`src/rtl/spi_frame_rx.sv`:
```
// SPI slave frame receiver.
// sck, sdi and cs are oversampled in the clk domain. Complete frames of
// NBYTES bytes are delivered as one-cycle events. Byte 0 is the command
// byte and is received MSB first.
//
// Handshake: frame_valid and frame_err are single-cycle strobes with no
// back-pressure. frame is held stable from one frame_valid pulse until
// the next one. The two strobes are never high in the same cycle.
module spi_frame_rx #(
    parameter int NBYTES      = 3,
    parameter int CPOL        = 0,
    parameter int CPHA        = 0,
    parameter int SYNC_STAGES = 2
) (
    input  logic                  clk,
    input  logic                  reset_n,
    input  logic                  sck,
    input  logic                  sdi,
    input  logic                  cs,
    output logic [8*NBYTES-1:0]   frame,
    output logic                  frame_valid,
    output logic                  frame_err,
    output logic                  busy
);

    localparam int NBITS = 8 * NBYTES;
    localparam int CW    = $clog2(NBITS + 1);

    localparam logic [CW-1:0] NBITS_C     = CW'(NBITS);
    localparam logic          SCK_IDLE    = (CPOL != 0);
    // Modes 0 and 3 sample on the rising edge. Modes 1 and 2 sample on the falling edge.
    localparam logic          SAMPLE_RISE = ((CPOL != 0) == (CPHA != 0));

    typedef enum logic [1:0] {
        S_IDLE = 2'd0,
        S_RECV = 2'd1,
        S_DONE = 2'd2
    } state_t;

    // Reset is asserted asynchronously and released synchronously to clk.
    logic [1:0] rst_pipe;
    logic       rst_int_n;

    // Two-flop reset release synchroniser.
    always_ff @(posedge clk or negedge reset_n) begin
        if (!reset_n) begin
            rst_pipe <= 2'b00;
        end else begin
            rst_pipe <= {rst_pipe[0], 1'b1};
        end
    end

    assign rst_int_n = rst_pipe[1];

    // Input synchronisers, plus one extra copy of sck and cs for edge detection.
    logic [SYNC_STAGES-1:0] sck_sync;
    logic [SYNC_STAGES-1:0] sdi_sync;
    logic [SYNC_STAGES-1:0] cs_sync;
    logic                   sck_last;
    logic                   cs_last;

    // Shift the pins through the synchroniser chains.
    always_ff @(posedge clk or negedge rst_int_n) begin
        if (!rst_int_n) begin
            sck_sync <= {SYNC_STAGES{SCK_IDLE}};
            sdi_sync <= '0;
            cs_sync  <= '0;
            sck_last <= SCK_IDLE;
            cs_last  <= 1'b0;
        end else begin
            sck_sync <= {sck_sync[SYNC_STAGES-2:0], sck};
            sdi_sync <= {sdi_sync[SYNC_STAGES-2:0], sdi};
            cs_sync  <= {cs_sync[SYNC_STAGES-2:0], cs};
            sck_last <= sck_sync[SYNC_STAGES-1];
            cs_last  <= cs_sync[SYNC_STAGES-1];
        end
    end

    logic sck_s;
    logic sdi_s;
    logic cs_s;
    logic sample_edge;
    logic cs_rise;
    logic cs_fall;

    assign sck_s       = sck_sync[SYNC_STAGES-1];
    assign sdi_s       = sdi_sync[SYNC_STAGES-1];
    assign cs_s        = cs_sync[SYNC_STAGES-1];
    assign sample_edge = SAMPLE_RISE ? (sck_s & ~sck_last) : (~sck_s & sck_last);
    assign cs_rise     = cs_s & ~cs_last;
    assign cs_fall     = ~cs_s & cs_last;

    state_t             state;
    state_t             state_n;
    logic [NBITS-1:0]   shift_q;
    logic [NBITS-1:0]   shift_n;
    logic [CW-1:0]      cnt_q;
    logic [CW-1:0]      cnt_n;
    logic               ovr_q;
    logic               ovr_n;
    logic [NBITS-1:0]   frame_n;
    logic               valid_n;
    logic               err_n;

    // State register, datapath registers and registered output strobes.
    always_ff @(posedge clk or negedge rst_int_n) begin
        if (!rst_int_n) begin
            state       <= S_IDLE;
            shift_q     <= '0;
            cnt_q       <= '0;
            ovr_q       <= 1'b0;
            frame       <= '0;
            frame_valid <= 1'b0;
            frame_err   <= 1'b0;
        end else begin
            state       <= state_n;
            shift_q     <= shift_n;
            cnt_q       <= cnt_n;
            ovr_q       <= ovr_n;
            frame       <= frame_n;
            frame_valid <= valid_n;
            frame_err   <= err_n;
        end
    end

    // Next state, shift and count, frame capture and strobe generation.
    always_comb begin
        state_n = state;
        shift_n = shift_q;
        cnt_n   = cnt_q;
        ovr_n   = ovr_q;
        frame_n = frame;
        valid_n = 1'b0;
        err_n   = 1'b0;
        case (state)
            S_IDLE: begin
                ovr_n = 1'b0;
                if (cs_rise) begin
                    state_n = S_RECV;
                    shift_n = '0;
                    cnt_n   = '0;
                end
            end
            S_RECV: begin
                if (cnt_q == NBITS_C) begin
                    // The frame is complete, even if cs drops in this same cycle.
                    frame_n = shift_q;
                    valid_n = 1'b1;
                    state_n = cs_fall ? S_IDLE : S_DONE;
                end else if (cs_fall) begin
                    // cs falling wins over a coincident sample edge.
                    err_n   = (cnt_q != '0);
                    state_n = S_IDLE;
                end else if (sample_edge) begin
                    shift_n = {shift_q[NBITS-2:0], sdi_s};
                    cnt_n   = cnt_q + CW'(1);
                end
            end
            S_DONE: begin
                if (cs_fall) begin
                    err_n   = ovr_q;
                    ovr_n   = 1'b0;
                    state_n = S_IDLE;
                end else if (sample_edge) begin
                    ovr_n = 1'b1;
                end
            end
            default: begin
                state_n = S_IDLE;
            end
        endcase
    end

    assign busy = (state == S_RECV);

endmodule
```
`config.mk`:
```
export PLATFORM = sky130hd
export DESIGN_NAME = spi_frame_rx
export DESIGN_NICKNAME = d
export VERILOG_FILES = /design/src/rtl/spi_frame_rx.sv
export SDC_FILE = /design/constraint.sdc
export NUM_CORES = 1
export LEC_CHECK = 0
export CAP_MARGIN = 20
export CORE_ASPECT_RATIO = 0.8
export CORE_MARGIN = 2
export CORE_UTILIZATION = 50
export CTS_BUF_LIST = sky130_fd_sc_hd__clkbuf_8
export DETAILED_ROUTE_END_ITERATION = 7
export PLACE_DENSITY = 0.75
export REMOVE_ABC_BUFFERS = 1
export SKIP_LAST_GASP = 1
export SLEW_MARGIN = 20
export SYNTH_ARGS = -nofsm -noshare
export SYNTH_HDL_FRONTEND = slang
export SYNTH_SLANG_ARGS = --single-unit
```
`constraint.sdc`:
```
create_clock -name clk -period 4 [get_ports clk]
set_clock_uncertainty 0.1 [all_clocks]
set_input_delay 0.8 -clock clk [delete_from_list [all_inputs] [get_ports clk]]
set_output_delay 0.8 -clock clk [all_outputs]
set_load 0.01 [all_outputs]
```
## Word level (Yosys, flattened, before mapping)

Index checks and enable logic that the tools add are counted.
W data, S select, Z words.

- Bits in registers: 68
- Output and inout port bits: 27
- Word-level logic and storage cells: 59

- Add/subtract/negate cells: 1
- Equal/unequal tests: 8
- Multiplexer cells: 24
- Bitwise gates (word level): 6
- Reductions and logical operators: 7

Operators by type and width:

| kind | number |
|---|---|
| $mux W24 | 4 |
| $pmux W24 S2 | 1 |
| $mux W5 | 4 |
| $pmux W5 S2 | 1 |
| $mux W2 | 4 |
| $mux W1 | 7 |
| $ne A2 B2 Y1 const B | 3 |
| $pmux W2 S3 | 1 |
| $add A5 B1 Y5 const B | 1 |
| $eq A5 B5 Y1 const B | 1 |
| $reduce_and A5 Y1 | 1 |
| $reduce_bool A5 Y1 | 1 |
| $pmux W1 S2 | 2 |
| $reduce_and A2 Y1 | 2 |
| $reduce_bool A2 Y1 | 2 |
| $and A1 B1 Y1 | 3 |
| $ne A3 B3 Y1 const B | 1 |
| $not A1 Y1 | 3 |
| $eq A2 B1 Y1 const B | 1 |
| $eq A2 B2 Y1 const B | 1 |
| $logic_not A2 Y1 | 1 |
| $ne A2 B1 Y1 const B | 1 |

## Logic depth before layout (Yosys ltp)

Gate-level depths: netlist of the first run.

- Depth in word-level cells: 6
- Depth in mapped cells: 7
- Depth with buffers taken out: 6

## Worst setup path before layout of the first run

Ideal clock, no wire load.

- Path type: reg-to-reg
- Start: register state[1]
- End: register cnt_q[4]
- Library setup time: 0.122 ns
- Data arrival time: 1.730 ns
- Required time: 3.778 ns
- Slack: 2.048 ns
- Cell stages (with the launch flop): 7
- Path buffers: 2
- Cell sequence: dfrtp_1 inv_1 ha_1 buf_6 clkbuf_1 or3b_2 a32o_1

- Longest elaborated chain between the ends: 3
- Elaborated cells on any way between the ends: 9
- Classes of those cells: 5 x eq/ne; 1 x mux; 3 x reduce/logical

RTL lines:

| item | line | text |
|---|---|---|
| from (decl) | 93 | `state_t state;` |
| from (signal assigned) | 116 | `state <= state_n;` |
| $eq A2 B1 Y1 * | n/a |  |
| named net busy | 23 | `output logic busy` |
| $ne A2 B2 Y1 (no line) (tied with other cells) | n/a |  |
| $reduce_and A5 Y1 (no line) | n/a |  |
| to (signal assigned) | 118 | `cnt_q <= cnt_n;` |
| to (decl) | 97 | `logic [CW-1:0] cnt_q;` |

The timed path passes the listed nets; every way through them passes the cells marked *.
A chain may end at the register's enable or synchronous reset.

## Worst setup path after layout of the first run

- Start: register cnt_q[0]
- End: register frame[21]

- Longest elaborated chain between the ends: 2

RTL lines:

| item | line | text |
|---|---|---|
| $eq A5 B5 Y1 | 145 | `if (cnt_q == NBITS_C) begin` |
| $reduce_and A2 Y1 (no line) | n/a |  |
| to (signal assigned) | 120 | `frame <= frame_n;` |
| to (decl) | 20 | `output logic [8*NBYTES-1:0] frame,` |

No other way between the ends.

==> results of run 1 <==
stage by stage:
step                       util  cell area, um^2  cells  worst slack [ns]  hold WS, ns
after floorplan               -             2900    226              1.70        0.231
after global placement    0.568             3320    340              1.42        0.233
after detailed placement  0.568             3320    340              1.38        0.236
after CTS                 0.607             3550    356              1.37        0.254
after global routing      0.607             3550    356              1.08        0.266
final                     0.607             3550    356              1.38        0.252
cell usage in the layout (no fill, tap or decap), drive strengths merged, types with 2 or more instances in the layout:
| cell | n |
|---|---|
| clkbuf | 11 |
| and3 | 3 |
| a22o | 4 |
| buf | 2 |
| o21ai | 2 |
| nor3 | 2 |
| nor2 | 6 |
| a21o | 24 |
| a221o | 25 |
| nand2 | 7 |
| nand3 | 5 |
| and2 | 47 |
| clkdlybuf4s50 | 31 |
| ha | 6 |
| nand2b | 2 |
| dfrtp | 68 |
| bufinv | 2 |
| a21oi | 2 |
| inv | 6 |
sequential cells by signal, summed over array words and instances (netlist names), 2 cells and up:
register  count
cnt_q         5
cs_sync       2
frame        24
rst_pipe      2
sck_sync      2
sdi_sync      2
shift_q      24
state         2
synth_stat cells (2+ instances only):
library cell / number
a21o_1: 24
a21oi_1: 2
a221o_1: 19
a221o_2: 6
a22o_1: 3
and2_1: 47
and3_1: 3
buf_2: 2
buf_6: 6
clkbuf_1: 5
dfrtp_1: 68
ha_1: 6
inv_1: 5
nand2_1: 7
nand3_1: 5
nor2_1: 6
nor3_1: 2
report_power, final:
group,internal [mW],switching (mW),total [mW]
sequential,0.723,0.0444,0.767
clock,0.381,0.249,0.631
combinational,0.106,0.161,0.268
total,1.21,0.455,1.67
layer usage:
layer / wire, um / share of wire
met5: 0 / 0
met4: 76 / 0.014
met3: 233 / 0.043
met2: 2430 / 0.45
met1: 2640 / 0.49
logic make-up after synthesis:
family,share of synthesized area
compound gates,0.192
xor+xnor,0.00292
fa+ha+maj,0.0251
buf+inv,0.0401
flops,0.568
mux,0.00334
other cells,0.00125
simple gates,0.167
path summary, 6_finish.rpt:
| path | from | endpoint | slack [ns] | cells past startpoint |
|---|---|---|---|---|
| worst max register to register | cnt_q[0] | frame[21] | 1.38 | 5 |
| worst min-delay path | rst_pipe[0] | rst_pipe[1] | 0.25 | 0 |
| max in group asynchronous | rst_pipe[1] | shift_q[9] | 2.65 | 1 |
| worst min register to register | rst_pipe[0] | rst_pipe[1] | 0.25 | 0 |
| min in group asynchronous | rst_pipe[1] | frame[1] | 0.31 | 0 |
| worst max-delay path | cnt_q[0] | frame[21] | 1.38 | 5 |
cell type report:
| class | count | area (um^2) | area share |
|---|---|---|---|
| clock buffers | 11 | 151 | 0.0426 |
| clock inverters | 5 | 76.3 | 0.0215 |
| inverters | 5 | 18.8 | 0.00529 |
| multi-input cells | 153 | 1170 | 0.331 |
| flip-flops and latches | 68 | 1700 | 0.480 |
| well taps | 81 | 101 | 0.0285 |
| repair buffers | 33 | 325 | 0.0916 |
critical path: stages, from the launching register on:
cell and delay [ns]:
dfrtp_1 0.42, inv_1 0.08, ha_1 0.18, and4b_1 0.65, nand2_1 0.69, a21o_1 0.36
==> results.md, run 1 <==
- Outcome: finished, final reports clean
- Setup TNS: 0 ns
- Met1 usage: 0.233
- Crit path kind: flop to flop
- TritonCTS sink count: approximately 70
- Syn Area/Cell: 12.5 um^2
- H-tree Lvls: 3
- Share of layout cells above drive strength 1: 0.116
- Routing usage on met3: 0.0702
- Worst hold path type: flop to flop
- Worst path arrival time: around 2.8 ns
- Full die area: approximately 0.0066 mm^2
- RSZ-0062 raised after global routing: false
- Gr usage total: 0.181
- Row cnt: 25
- Vias: about 1900
- Fin. Hold Viols: 0
- Clk root buf: clkbuf_8
- Initial antenna violation count: 0
- Postcts setup bufs: 0
- Average wire per standard cell: around 15 um
- Die height: about 73 um
- CP Max Fanout: 25
- Fillers: 478
- I/O pin count: 32
- Mapped Area: between 0.002 and 0.003 mm^2
- Starting density of the core: 0.512
- Post-synth top area share: 0.568
- Reg clk slew, reported paths: 0.07 ns
- Core area: around 0.0058 mm^2
- Cell area power density: between 400 and 500 mW/mm^2
- First-pass GRT wire length: a little over 9000 um
- Vias in the first global route: 1986
- Rel. slew slack: 0.313
- Period utilization: 0.654
- Total power: approximately 1.7 mW
- Slew @ Worst Pin: 1.03 ns
- Peak VDD IR: 0.294 mV
- Clock latency on the worst-skew pair: ~0.35 ns
- Cell variety after synth: 41
- Port Buffers: 31
- WP data required: between 4 and 5 ns
- # diodes: 0
- GP Congestion: approximately 0.82
- Largest net degree at the start of global routing: 44
- P_leak: 1.87 nW
- Sequential area share after synthesis: 0.568
- Synthesized instance count: 240
- Period minus WS final: about 2.6 ns
- Post-DRT Antenna Nets: 0
- DRC viols: 0
- Area grow syn2layout: 18.5%
- Final count of pins violating max slew: 0
- Largest area contributor in the netlist: dfrtp_1
- Setup Viol. Count Final: 0
- CTS tree: built
- FFs w/ async S/R, synth: 1.00
- Die Wd: ~91 um
- Top cells by area, synth: dfrtp_1 (57%), and2_1 (9.8%), a221o_1 (6.3%)
- Dpl hpwl: 3380 um
- First-pass detailed-route iteration total: 4
- Worst Setup Start Kind: flop
- Yosys Warn Count: 0
- GRT busiest layer: met2
- Max Root-Sink Buffers: 2
- GRT overflow: 0
- DRT iter0 DRCs: between 150 and 200
- Layout Nets: ~280
- # Max-Cap Violations: 0
- Number of synthesized register bits: 68
- Num CTS Buffers: 9
- M2 GR Usage: 0.283
- Synth Flop Type: dfrtp_1
- CTS Hold Bufs: 0
- F_max: about 380 MHz
- Critical Path Sink Type: flop
- Vias per inst: 5.39
- Post-synth EDFFs: 0
- Drt total wl: about 5400 um
- Post-cts sizing count: 0
No activity file was read; power rests on OpenSTA's default activity.
==> inputs of run 2 (changes only) <==
--- a/config.mk
+++ b/config.mk
@@ -11,7 +11,7 @@
 export CORE_UTILIZATION = 50
 export CTS_BUF_LIST = sky130_fd_sc_hd__clkbuf_8
 export DETAILED_ROUTE_END_ITERATION = 7
-export PLACE_DENSITY = 0.75
+export PLACE_DENSITY = 0.78
 export REMOVE_ABC_BUFFERS = 1
 export SKIP_LAST_GASP = 1
 export SLEW_MARGIN = 20
==> constraint.sdc (replaced) <==
create_clock -name clk -period 2.25 [get_ports clk]
set_clock_uncertainty 0.1 [all_clocks]
set_input_delay 0.45 -clock clk [delete_from_list [all_inputs] [get_ports clk]]
set_output_delay 0.45 -clock clk [all_outputs]
set_load 0.01 [all_outputs]
==> run 2 against run 1 <==
Maximum frequency rose by 25%. Worst setup slack got worse by 1.2 ns. Cell count rose by 1.7%. Wire length rose by 5.3%. Worst hold slack got worse by 0.18 ns. Power rose by 87%. Critical path depth did not move. Largest power group unchanged. Highest routed layer unchanged.
==> results.md, run 2 (synthesis gave the netlist of run 1 again) <==
- Outcome: finished, final reports clean (unchanged)
- GP Congestion: 0.793 (was 0.818)
- I/O pin count: 32 (unchanged)
- Die height: 73.2 um (unchanged)
- Vias: 1987 (was 1920)
- Fillers: 472 (was 478)
- WP data required: 2.37 ns (was 4.13 ns)
- Num CTS Buffers: 9 (unchanged)
- Net Sw Power: 0.843 mW (was 0.455 mW)
- Die Wd: 90.6 um (unchanged)
- DRC viols: 0 (unchanged)
- Critical Path Sink Type: flop (unchanged)
- Layout Nets: 287 (was 281)
- Starting density of the core: 0.512 (unchanged)
- Area grow syn2layout: 22.0% (was 18.5%)
- Worst path cell trace: inv_1, ha_1, nor3b_4, a31oi_4, a221o_2 (was inv_1, ha_1, and4b_1, nand2_1, a21o_1)
- Crit path kind: flop to flop (unchanged)
- Period utilization: 0.932 (was 0.654)
- TritonCTS sink count: 68 (unchanged)
- CTS tree: built (unchanged)
- Setup TNS: 0 ns (unchanged)
- Peak VDD IR: 0.517 mV (was 0.294 mV)
- Post-DRT Antenna Nets: 0 (unchanged)
- Int Pwr: 2.27 mW (was 1.21 mW)
- Core area: 0.00585 mm^2 (unchanged)
- Largest net degree at the start of global routing: 54 (was 44)
- Comb pwr share: 0.172 (was 0.161)
- # diodes: 0 (unchanged)
- Worst hold path type: flop to asynchronous set/reset pin (was flop to flop)
- Setup Viol. Count Final: 0 (unchanged)
- Fin util: 0.625 (was 0.607)
- Most frequent cells in the layout: dfrtp_1 (67), and2_1 (47), clkdlybuf4s50_1 (30) (was dfrtp_1 (67), and2_1 (47), clkdlybuf4s50_1 (31))
- Sequential share of power: 0.436 (was 0.461)
- Cell family with most CP delay: compound AO/OA/AOI/OAI gates (was simple AND/OR/NAND/NOR gates)
- Average wire per standard cell: 15.6 um (was 15.1 um)
- Postcts setup bufs: 0 (unchanged)
- GRT overflow: 0 (unchanged)
- Max Root-Sink Buffers: 2 (unchanged)
- Initial antenna violation count: 0 (unchanged)
- First-pass GRT wire length: 9710 um (was 9280 um)
- WP buf/inv: 1 (unchanged)
- Final count of pins violating max slew: 0 (unchanged)
- CP max stage delay: 0.44 ns (was 0.69 ns)
- DRT iter0 DRCs: 186 (was 161)
- Worst path arrival time: 2.21 ns (was 2.75 ns)
- H-tree Lvls: 3 (unchanged)
- Gr usage total: 0.188 (was 0.181)
- Full die area: 0.00663 mm^2 (unchanged)
- Vias per inst: 5.49 (was 5.39)
- Cell area power density: 851 mW/mm^2 (was 469 mW/mm^2)
- Row cnt: 25 (unchanged)
- Total power: 3.11 mW (was 1.67 mW)
- Worst Setup Start Kind: flop (unchanged)
- Port Buffers: 31 (unchanged)
- F_max: 477 MHz (was 382 MHz)
- Vias in the first global route: 2036 (was 1986)
- Share of layout cells above drive strength 1: 0.139 (was 0.116)
- Dpl hpwl: 3520 um (was 3380 um)
- Fin. Hold Viols: 0 (unchanged)
- CP Max Fanout: 13 (was 25)
- P_leak: 1.91 nW (was 1.87 nW)
- Drt total wl: 5660 um (was 5380 um)
- Clk root buf: clkbuf_8 (unchanged)
- Reg clk slew, reported paths: 0.08 ns (was 0.07 ns)
- Leading cell type in the layout, fill and taps excluded: dfrtp_1 (unchanged)
- Switching share of total power: 0.271 (was 0.273)
- Period minus WS final: 2.10 ns (was 2.62 ns)
- Clock share of power: 0.392 (was 0.379)
- Top flop regs: frame x24, shift_q x24, cnt_q x5 (unchanged)
- Clock latency on the worst-skew pair: 0.34 ns (was 0.35 ns)
- # Max-Cap Violations: 0 (unchanged)
- RSZ-0062 raised after global routing: false (unchanged)
- First-pass detailed-route iteration total: 4 (unchanged)
- CP max-delay cell: dfrtp_1 (was nand2_1)
-- run 2: cell types whose count changed in the layout (fill, tap and decap cells not counted), sizes merged --
cell | previous run | this run
clkbuf | 11 | 10
a31oi | 1 | 2
clkinv | 1 | 2
dlygate4sd2 | 0 | 1
inv | 6 | 5
clkdlybuf4s50 | 31 | 30
buf | 2 | 7
bufinv | 2 | 3
-- run 2: area by class of cell --
class	instances	area, um^2	share of cell area
flip-flops and latches	68	1700	0.466
multi-input cells	154	1200	0.327
repair buffers	38	387	0.106
clock buffers	10	138	0.0377
clock inverters	6	111	0.0305
well taps	81	101	0.0277
inverters	5	18.8	0.00514
-- run 2: per-layer routing --
layer,track usage,share of wire
met5,0,0
met4,0.0718,0.0072
met3,0.0434,0.046
met2,0.296,0.46
met1,0.257,0.49
-- run 2: worst reg2reg max path, cell delays in order (launching register included) --
cell and delay [ns]:
dfrtp_1 0.44, inv_1 0.10, ha_1 0.34, nor3b_4 0.40, a31oi_4 0.15, a221o_2 0.45
-- run 2: path summary, 6_finish.rpt --
| path | to | depth (start not counted) | slack, ns | start |
|---|---|---|---|---|
| hold / removal | sdi_sync[0] | 0 | 0.07 | rst_pipe[1] |
| max in group asynchronous | frame_err | 1 | 1.39 | rst_pipe[1] |
| setup reg to reg | shift_q[3] | 5 | 0.15 | state[1] |
| hold reg to reg | sdi_sync[0] | 0 | 0.07 | rst_pipe[1] |
| setup / recovery | shift_q[3] | 5 | 0.15 | state[1] |
| min in group clk | rst_pipe[1] | 0 | 0.25 | rst_pipe[0] |
-- run 2: power groups by stage --
stage | Clock (mW) | Sequential, mW | Combinational (mW)
floorplan | 0 | 1.37 | 0.336
global placement | 0 | 1.38 | 0.508
finish | 1.22 | 1.36 | 0.534
detailed placement | 0 | 1.38 | 0.522
CTS | 1.26 | 1.35 | 0.515
global route | 1.30 | 1.37 | 0.593
-- run 2: repair_timing --
action,4_1_cts,5_1_grt
resized for setup,1,1
hold buffers,0,0
endpoints found under the hold margin,0,0
endpoints found under the setup margin,1,22
pin swaps,0,1
gates cloned,0,1
-- run 2: through the flow --
step / cells / instance area, um^2 / setup slack [ns] / hold WS, ns
2_1_floorplan: 226 / 2900 / -0.0455 / 0.0544
3_3_place_gp: 345 / 3390 / 0.171 / 0.0689
3_5_place_dp: 345 / 3390 / 0.135 / 0.0783
4_1_cts: 361 / 3630 / 0.117 / 0.0821
5_1_grt: 362 / 3650 / 0.0328 / 0.104
6_report: 362 / 3650 / 0.153 / 0.0697
